### src/rtl/mem_arb_pkg.sv
// mem_arb_pkg: shared state encoding, lane indices and default widths for
// the fetch/memory-stage bus arbiter.
package mem_arb_pkg;

    localparam int DEF_AW = 32;
    localparam int DEF_DW = 32;

    // One result-hold lane per requester.
    localparam int NUM_SIDES = 2;
    localparam int SIDE_I    = 0;
    localparam int SIDE_D    = 1;

    typedef enum logic [1:0] {
        IDLE  = 2'd0,
        IBUSY = 2'd1,
        DBUSY = 2'd2
    } arbState_t;

endpackage

### src/rtl/arb_result_hold.sv
// arb_result_hold: per-requester result register. It captures bus read data
// on this side's ack and flags it valid until the pipeline advances. With
// MEM_ARB_BYPASS_EN the ack data is also forwarded combinationally.
module arb_result_hold
    import mem_arb_pkg::*;
#(
    parameter int DW = DEF_DW
) (
    input  logic          clk,
    input  logic          rst,
    input  logic          req,
    input  logic          ack,
    input  logic          consume,
    input  logic [DW-1:0] busRdata,
    output logic          done,
    output logic          valid,
    output logic [DW-1:0] rdata
);

    logic [DW-1:0] hold;
    logic          capture;
    logic          setValid;

    // A flushed requester (req low at ack time) gets nothing.
    assign capture = ack & req;

`ifdef MEM_ARB_BYPASS_EN
    // The ack cycle already counts as done. If the pipeline advances in
    // that same cycle, it has taken the forwarded word, so nothing is left
    // to hold.
    assign done     = valid | ack;
    assign rdata    = ack ? busRdata : hold;
    assign setValid = capture & ~consume;
`else
    // Results are only visible from the hold register, so there is no
    // combinational path from the bus into done.
    assign done     = valid;
    assign rdata    = hold;
    assign setValid = capture;
`endif

    // Hold register and valid flag. A fresh capture wins over the consume
    // clear.
    always_ff @(posedge clk) begin
        if (!rst) begin
            valid <= 1'b0;
            hold  <= '0;
        end else begin
            if (capture) begin
                hold <= busRdata;
            end
            if (setValid) begin
                valid <= 1'b1;
            end else if (consume) begin
                valid <= 1'b0;
            end
        end
    end

endmodule

### src/rtl/mem_arbiter.sv
// mem_arbiter: shares one single-ported memory bus between fetch and the
// memory stage. Data has priority. Transactions run back-to-back on ack.
// Early results are held until pipe_en, and arb_stall feeds the hazard unit.
// Optional feature: define MEM_ARB_BYPASS_EN to forward ack data and release
// the stall in the ack cycle.
module mem_arbiter
    import mem_arb_pkg::*;
#(
    parameter int AW = DEF_AW,
    parameter int DW = DEF_DW
) (
    input  logic            clk,
    input  logic            rst,
    input  logic            inst_req,
    input  logic [AW-1:0]   inst_addr,
    output logic [DW-1:0]   inst_rdata,
    input  logic            data_req,
    input  logic            data_wr,
    input  logic [DW/8-1:0] data_wstrb,
    input  logic [AW-1:0]   data_addr,
    input  logic [DW-1:0]   data_wdata,
    output logic [DW-1:0]   data_rdata,
    input  logic            pipe_en,
    output logic            arb_stall,
    output logic            bus_req,
    output logic            bus_wr,
    output logic [DW/8-1:0] bus_wstrb,
    output logic [AW-1:0]   bus_addr,
    output logic [DW-1:0]   bus_wdata,
    input  logic            bus_ack,
    input  logic [DW-1:0]   bus_rdata
);

    arbState_t state;
    arbState_t stateNext;

    logic [NUM_SIDES-1:0]         sideReq;
    logic [NUM_SIDES-1:0]         sideAck;
    logic [NUM_SIDES-1:0]         sideDone;
    logic [NUM_SIDES-1:0]         sideValid;
    logic [NUM_SIDES-1:0][DW-1:0] sideRdata;

    logic ackI;
    logic ackD;
    logic iPend;
    logic dPend;
    logic busFree;
    logic issueI;
    logic issueD;

    // An ack only counts for the side that owns the bus. A stray ack in
    // IDLE is ignored.
    assign ackI = bus_ack & (state == IBUSY);
    assign ackD = bus_ack & (state == DBUSY);

    // Lane order follows SIDE_D / SIDE_I.
    assign sideReq = {data_req, inst_req};
    assign sideAck = {ackD, ackI};

    for (genvar g = 0; g < NUM_SIDES; g++) begin : gSide
        arb_result_hold #(.DW(DW)) uHold (
            .clk      (clk),
            .rst      (rst),
            .req      (sideReq[g]),
            .ack      (sideAck[g]),
            .consume  (pipe_en),
            .busRdata (bus_rdata),
            .done     (sideDone[g]),
            .valid    (sideValid[g]),
            .rdata    (sideRdata[g])
        );
    end

    // Pending is judged after the completion in this cycle. The side being
    // acked is finished and must not be re-issued.
    assign dPend   = data_req & ~sideValid[SIDE_D] & ~ackD;
    assign iPend   = inst_req & ~sideValid[SIDE_I] & ~ackI;
    assign busFree = (state == IDLE) | bus_ack;

    // Next-state and issue decision: data first, then fetch, else go idle.
    always_comb begin
        stateNext = state;
        issueD    = 1'b0;
        issueI    = 1'b0;
        if (busFree) begin
            if (dPend) begin
                stateNext = DBUSY;
                issueD    = 1'b1;
            end else if (iPend) begin
                stateNext = IBUSY;
                issueI    = 1'b1;
            end else begin
                stateNext = IDLE;
            end
        end
    end

    // State register.
    always_ff @(posedge clk) begin
        if (!rst) begin
            state <= IDLE;
        end else begin
            state <= stateNext;
        end
    end

    // Bus request registers. They are loaded on issue, held while a
    // transaction waits for its ack, and bus_req drops when the bus goes idle.
    always_ff @(posedge clk) begin
        if (!rst) begin
            bus_req   <= 1'b0;
            bus_wr    <= 1'b0;
            bus_wstrb <= '0;
            bus_addr  <= '0;
            bus_wdata <= '0;
        end else if (issueD) begin
            bus_req   <= 1'b1;
            bus_wr    <= data_wr;
            bus_wstrb <= data_wr ? data_wstrb : '0;
            bus_addr  <= data_addr;
            bus_wdata <= data_wdata;
        end else if (issueI) begin
            bus_req   <= 1'b1;
            bus_wr    <= 1'b0;
            bus_wstrb <= '0;
            bus_addr  <= inst_addr;
        end else if (busFree) begin
            bus_req   <= 1'b0;
        end
    end

    assign arb_stall = rst & ((inst_req & ~sideDone[SIDE_I]) |
                              (data_req & ~sideDone[SIDE_D]));

    assign inst_rdata = sideRdata[SIDE_I];
    assign data_rdata = sideRdata[SIDE_D];

endmodule

### config.mk
export PLATFORM = sky130hd
export DESIGN_NAME = mem_arbiter
export DESIGN_NICKNAME = d
export VERILOG_FILES = /design/src/rtl/mem_arb_pkg.sv /design/src/rtl/arb_result_hold.sv /design/src/rtl/mem_arbiter.sv
export SDC_FILE = /design/constraint.sdc
export NUM_CORES = 1
export LEC_CHECK = 0
export BUFFER_PORTS_ARGS = -buffer_cell sky130_fd_sc_hd__buf_2
export CORE_MARGIN = 5
export CORE_UTILIZATION = 40
export CTS_CLUSTER_SIZE = 40
export DETAILED_ROUTE_END_ITERATION = 16
export PLACE_DENSITY = 0.7
export REMOVE_ABC_BUFFERS = 1
export SYNTH_ARGS = -nofsm -noshare
export SYNTH_HDL_FRONTEND = slang
export SYNTH_HIERARCHICAL = 1
export SYNTH_SLANG_ARGS = --single-unit
### constraint.sdc
create_clock -name clk -period 1.9 [get_ports clk]
set_input_delay 0.57 -clock clk [delete_from_list [all_inputs] [get_ports clk]]
set_output_delay 0.57 -clock clk [all_outputs]
set_load 0.02 [all_outputs]
# == After elaboration in Yosys (flattened, before gate mapping) ==
# Cells that the tools add are included.
# totals
register_bits,138
output_inout_bits,135
inputBits,139
# classes
reduce_logical,5
bitwise,15
n_eq_ne,2
mux,20
# ops
op,count
32-bit 2-to-1 mux,2
1-bit 2-to-1 mux,14
4-bit 2-to-1 mux,3
1-bit bitwise AND,9
2-bit nonzero test,3
1-bit NOT,4
3-bit nonzero test,1
"2-bit by 1-bit == test with 1-bit output, second input constant",1
"2-bit == test, second input constant",1
2-bit logical NOT,1
2-bit 2-to-1 mux,1
1-bit bitwise OR,2

# == Longest topological paths before layout ==
# depth
ltp_word,9
ltp_mapped,7
ltp_nobuf,4

# == Hierarchy ==
# Netlist, hierarchy kept.
# by_module_without_submodules
module,instances,seq_area_each_um2,cells_per_inst,area_per_inst_um2
mem_arbiter,1,1441.4,365,3065.4
arb_result_hold,2,660.6,151,1426.4

# == Worst setup path before layout ==
# OpenSTA, ideal clock, no wires.
# synth_timing
path_kind,input to output
start,in rst
end,out arb_stall
path_slack_ns,0.063
t_arrival_ns,1.267
stages,3
n_path_buf,2
required_time_ns,1.330
cell_sequence,clkbuf_1 clkbuf_1 and2_1
# synth_via
elab_chain_len,1
# synth_rtl
element,line_no,text
"start, declared",mem_arbiter.sv:13,"input logic rst,"
1-bit bitwise AND,mem_arbiter.sv:132,assign arb_stall = rst & ((inst_req & ~sideDone[SIDE_I]) |
"end, declared",mem_arbiter.sv:24,"output logic arb_stall,"
# No other way between the ends.

# == Worst setup path in the final report ==
# layout_timing
start,reg gSide[0].uHold.valid
end,out arb_stall
# layout_via
elab_chain_len,4
# layout_rtl
element,line_no,text
"start, declared",arb_result_hold.sv:16,"output logic valid,"
"start signal, assigned",arb_result_hold.sv:46,valid <= 1'b0;
"start signal, assigned",arb_result_hold.sv:53,valid <= 1'b1;
"start signal, assigned",arb_result_hold.sv:55,valid <= 1'b0;
1-bit NOT,mem_arbiter.sv:132,
1-bit bitwise AND,mem_arbiter.sv:132,
1-bit bitwise OR,mem_arbiter.sv:132,
1-bit bitwise AND,mem_arbiter.sv:132,
# No other way between the ends.

==> results.txt <==
* Number of endpoints with negative hold slack in the final report: 0
* GP Congestion: approximately 0.83
- The first detailed-routing pass ran for 5 iterations.
- TritonCTS built the clock tree.
- In this run the worst path has a maximum fanout of 4.
* Vertical die dimension: between 100 and 150 µm
- Entering global routing, the biggest net connects 138 pins.
- The number of cells on the worst reg-to-reg path is 4.
- End point of the most critical hold path: bus_wstrb[0]
- Synthesized netlist cell count: between 600 and 700
- Post-CTS resize count: 0
- For this design the top-level I/O count stands at roughly 270.
* Setup crit end kind: primary output
- The tree is rooted in a sky130_fd_sc_hd__clkbuf_16.
- Final-report max-slew violation count: 0
- Number of hold buffers added after cts: 0
* Maximum clock skew at final layout: 13.22 ps
* Starting DRT DRC Count: roughly 330
- Post-CTS timing repair inserted 0 buffers for setup.
* Share of Yosys cell area claimed by the top area cell type: 0.4668
* Area of the die: around 0.017 mm²
- Total standard cell area after synthesis: 0.005918 mm²
- The count of cells in the finished layout, fillers not included, comes to around 1100.
- Met3 WL post-DR: about 1200 µm
- Counting the buffers created by CTS gives 17.
* Worst hold margin: approximately 370 ps
* Count of warnings emitted by yosys: 6
* Count of max-cap constraint violations: 0
- Of the available clock period, the critical path in the final layout requires 0.9443.
- In this run the remaining antenna-violating nets after routing total 0.
- DR vias/cell: 5.303
- The slowest stage of the critical path is the sky130_fd_sc_hd__dfxtp_1 cell.
- Fill cells in the final layout number between 1000 and 1500.
- Type of origin of the critical path: register
- The startpoint identified for the worst register-to-register timing path is state[1].
* Fin crit period: 1794 ps
- The library cell used most frequently in the layout, excluding fill and tap cells, is sky130_fd_sc_hd__buf_2.
- Internal reg-to-reg setup slack: 130 ps
- The endpoint identified for the worst register-to-register timing path is bus_addr[27].
- Sum of net half-perimeters after detailed placement: between 10000 and 15000 µm
- During placement, the flow inserted port buffers numbering 273.
* Number of H-tree levels: 4
- Timing would allow up to between 500 and 600 MHz.
- Compared with the post-synthesis result, the final layout area differs by 34.19%.
* Clk slew on worst S/H paths: around 60 ps
* Highest routing layer actually used: met5
- Total DRC errors in the routed layout: 0
- Run status: finished, final reports clean
- Yosys attributes the largest share of cell area to sky130_fd_sc_hd__dfxtp_1 (47%), sky130_fd_sc_hd__o21ai_2 (8.9%), sky130_fd_sc_hd__nand2_1 (7.5%).
- The critical path is of the reg -> out type.
* Post-synthesis cell type count: 36
- Power spread over the standard cell area amounts to roughly 990 mW/mm².
- The number of antenna violations at the first check in global routing was 2.
- Number of clock sinks seen by CTS: ~140
- Effective utilization at floorplan: 0.4072
- The final layout contains routed wiring with a total length of 18320 µm.
* Worst max-slew margin expressed relative to the limit: 0.5223
* Static power due to leakage: around 0.0036 µW
* Slew of the pin with the lowest slew margin: roughly 700 ps
- Cell Rows: 44
- The path class of the tightest hold or removal check is in -> reg.
- Average wire per cell in the routed design: 16.50 µm
- Total Routing Usage GR: 0.1992
* Setup violators final: 0
* Data arrival time at the worst-slack endpoint: around 1200 ps
- For this block, the via count after detailed routing is a little under 6000.
- Fraction of layout cells with a size suffix above 1: 0.4562
- Worst min-delay path startpoint: data_wstrb[0]
- Counting instances, the worst hold path has a depth of 2.
* Series of cell instances along the critical path: o22ai_1, and2_1, buf_2
* Placed cells: 1078
- Total number of nets in the final design: ~1100
- After detailed routing, the met2 layer carries ~9100 µm of wire.
* Insertion delay of the later-clocked pin in the worst-skew pair: between 400 and 500 ps
* GRT overflow: 0
- RSZ-0062 raised after global routing: false
- Die X-Extent: approximately 130 µm
- Of the synthesized area, sequential elements account for 0.4668.
- Summed over all instances, the cell type with the most area after synthesis is sky130_fd_sc_hd__dfxtp_1.
- Across the VDD grid, the largest voltage drop is around 0.61 mV.
- A synthesized cell averages ~9 µm².
* Wire length of the first global-routing pass: slightly below 30000 µm
- Data on the critical path is required at its endpoint by roughly 1300 ps.
- Commonest cells after routing, fill and taps aside: sky130_fd_sc_hd__buf_2 (272), sky130_fd_sc_hd__dfxtp_1 (138), sky130_fd_sc_hd__nand2_1 (119)
- The clock passes through at most 2 buffers.
* Count of state elements after synthesis: 138
* Core area: approximately 0.015 mm²
- In the final routing, the length of wire on met1 measures 7480 µm.
* Via count of the first global-routing pass: ~5700
- In this design, the stage delay of the slowest critical-path cell is 330 ps.
==> registers in the layout, indices dropped and copies added, names as in the netlist <==
register and flops:
bus_addr 32, gSide.uHold/done 2, bus_wstrb 4, bus_wdata 32
state 2, gSide.uHold/rdata 64, bus_wr 1, bus_req 1
==> worst max-delay path, delay by kind of cell, from the launching register on <==
family,cells,cell delay (ps)
AO/OA/AOI/OAI,1,160
buffers and inverters,1,160
flip-flops,1,330
AND/OR/NAND/NOR,1,160
==> synthesized netlist by cell type <==
master / n
sky130_fd_sc_hd__o21a_1: 2
sky130_fd_sc_hd__a22o_1: 4
sky130_fd_sc_hd__nand4_1: 64
sky130_fd_sc_hd__o21ai_0: 48
sky130_fd_sc_hd__a32o_2: 1
sky130_fd_sc_hd__a21oi_1: 57
sky130_fd_sc_hd__a21o_1: 2
sky130_fd_sc_hd__buf_2: 34
sky130_fd_sc_hd__and2_4: 2
sky130_fd_sc_hd__o221ai_1: 1
sky130_fd_sc_hd__a31oi_1: 32
sky130_fd_sc_hd__nor2b_1: 3
sky130_fd_sc_hd__nand2_1: 119
sky130_fd_sc_hd__buf_8: 4
sky130_fd_sc_hd__buf_12: 6
sky130_fd_sc_hd__buf_4: 6
sky130_fd_sc_hd__a21oi_2: 11
sky130_fd_sc_hd__and2_1: 1
sky130_fd_sc_hd__dfxtp_1: 138
sky130_fd_sc_hd__a211oi_2: 1
sky130_fd_sc_hd__clkbuf_1: 14
sky130_fd_sc_hd__o21ai_1: 21
sky130_fd_sc_hd__o311a_1: 1
sky130_fd_sc_hd__clkinv_1: 1
sky130_fd_sc_hd__nand2b_1: 3
sky130_fd_sc_hd__buf_6: 8
sky130_fd_sc_hd__nor2_1: 4
sky130_fd_sc_hd__inv_1: 3
sky130_fd_sc_hd__o22ai_1: 1
sky130_fd_sc_hd__nand2_2: 10
sky130_fd_sc_hd__nor3b_1: 1
sky130_fd_sc_hd__or2_4: 1
sky130_fd_sc_hd__a32oi_2: 1
sky130_fd_sc_hd__and3_1: 1
sky130_fd_sc_hd__o21ai_2: 60
sky130_fd_sc_hd__nand3b_2: 1
==> final cells by class <==
class                      count  area, µm²  share of cell area
timing repair buffer         299       1689              0.2127
tap                          184      230.2             0.02899
inverter                       4      15.01            0.001891
clock inverter                14      195.2             0.02458
sequential                   138       2763              0.3479
clock buffer                  17      425.4             0.05357
multi-input combinational    453       2621              0.3301
antenna                        1      2.502           0.0003151
==> metal layers <==
metal  global-route usage  vias to the layer above
met2               0.3321                      217
met4              0.08400                        2
li1                     -                     2895
met5                    0                        -
met3              0.06116                       37
met1               0.2379                     2735
==> cells by family after synthesis <==
family	share of synthesized area
AOI/OAI and AO/OA	0.2674
buffers and inverters	0.09345
DFF	0.4668
and+or+nand+nor	0.1723
==> per-stage QoR <==
stage / total power [µW] / cell area [µm²] / TNS (ps) / setup slack (ps) / util
floorplan: 3846 / 5380 / -112270 / -1394 / -
global placement: 4475 / 7318 / 0 / 11.83 / 0.5035
detailed placement: 4484 / 7318 / 0 / 2.111 / 0.5035
CTS: 7979 / 7939 / 0 / 73.79 / 0.5462
global route: 8218 / 7941 / 0 / 4.718 / 0.5464
finish: 7893 / 7941 / 0 / 105.7 / 0.5464
==> power breakdown <==
group | switching (µW) | total, µW | internal (µW)
Combinational | 810 | 1270 | 463
Clock | 1280 | 3480 | 2200
Sequential | 81.8 | 3140 | 3060
Total | 2170 | 7890 | 5720
==> worst max path at each step <==
stage	slack (ps)	end	startpoint	cells past startpoint
global placement	10	bus_addr[22]	data_req	5
detailed placement	2	bus_addr[5]	data_req	5
finish	110	arb_stall	gSide[0].uHold/done	3
global route	5	bus_addr[15]	state[1]	4
CTS	70	arb_stall	gSide[0].uHold/done	3
floorplan	-1390	gSide[1].uHold/rdata[29]	bus_ack	3
(Power assumes the default switching activity.)
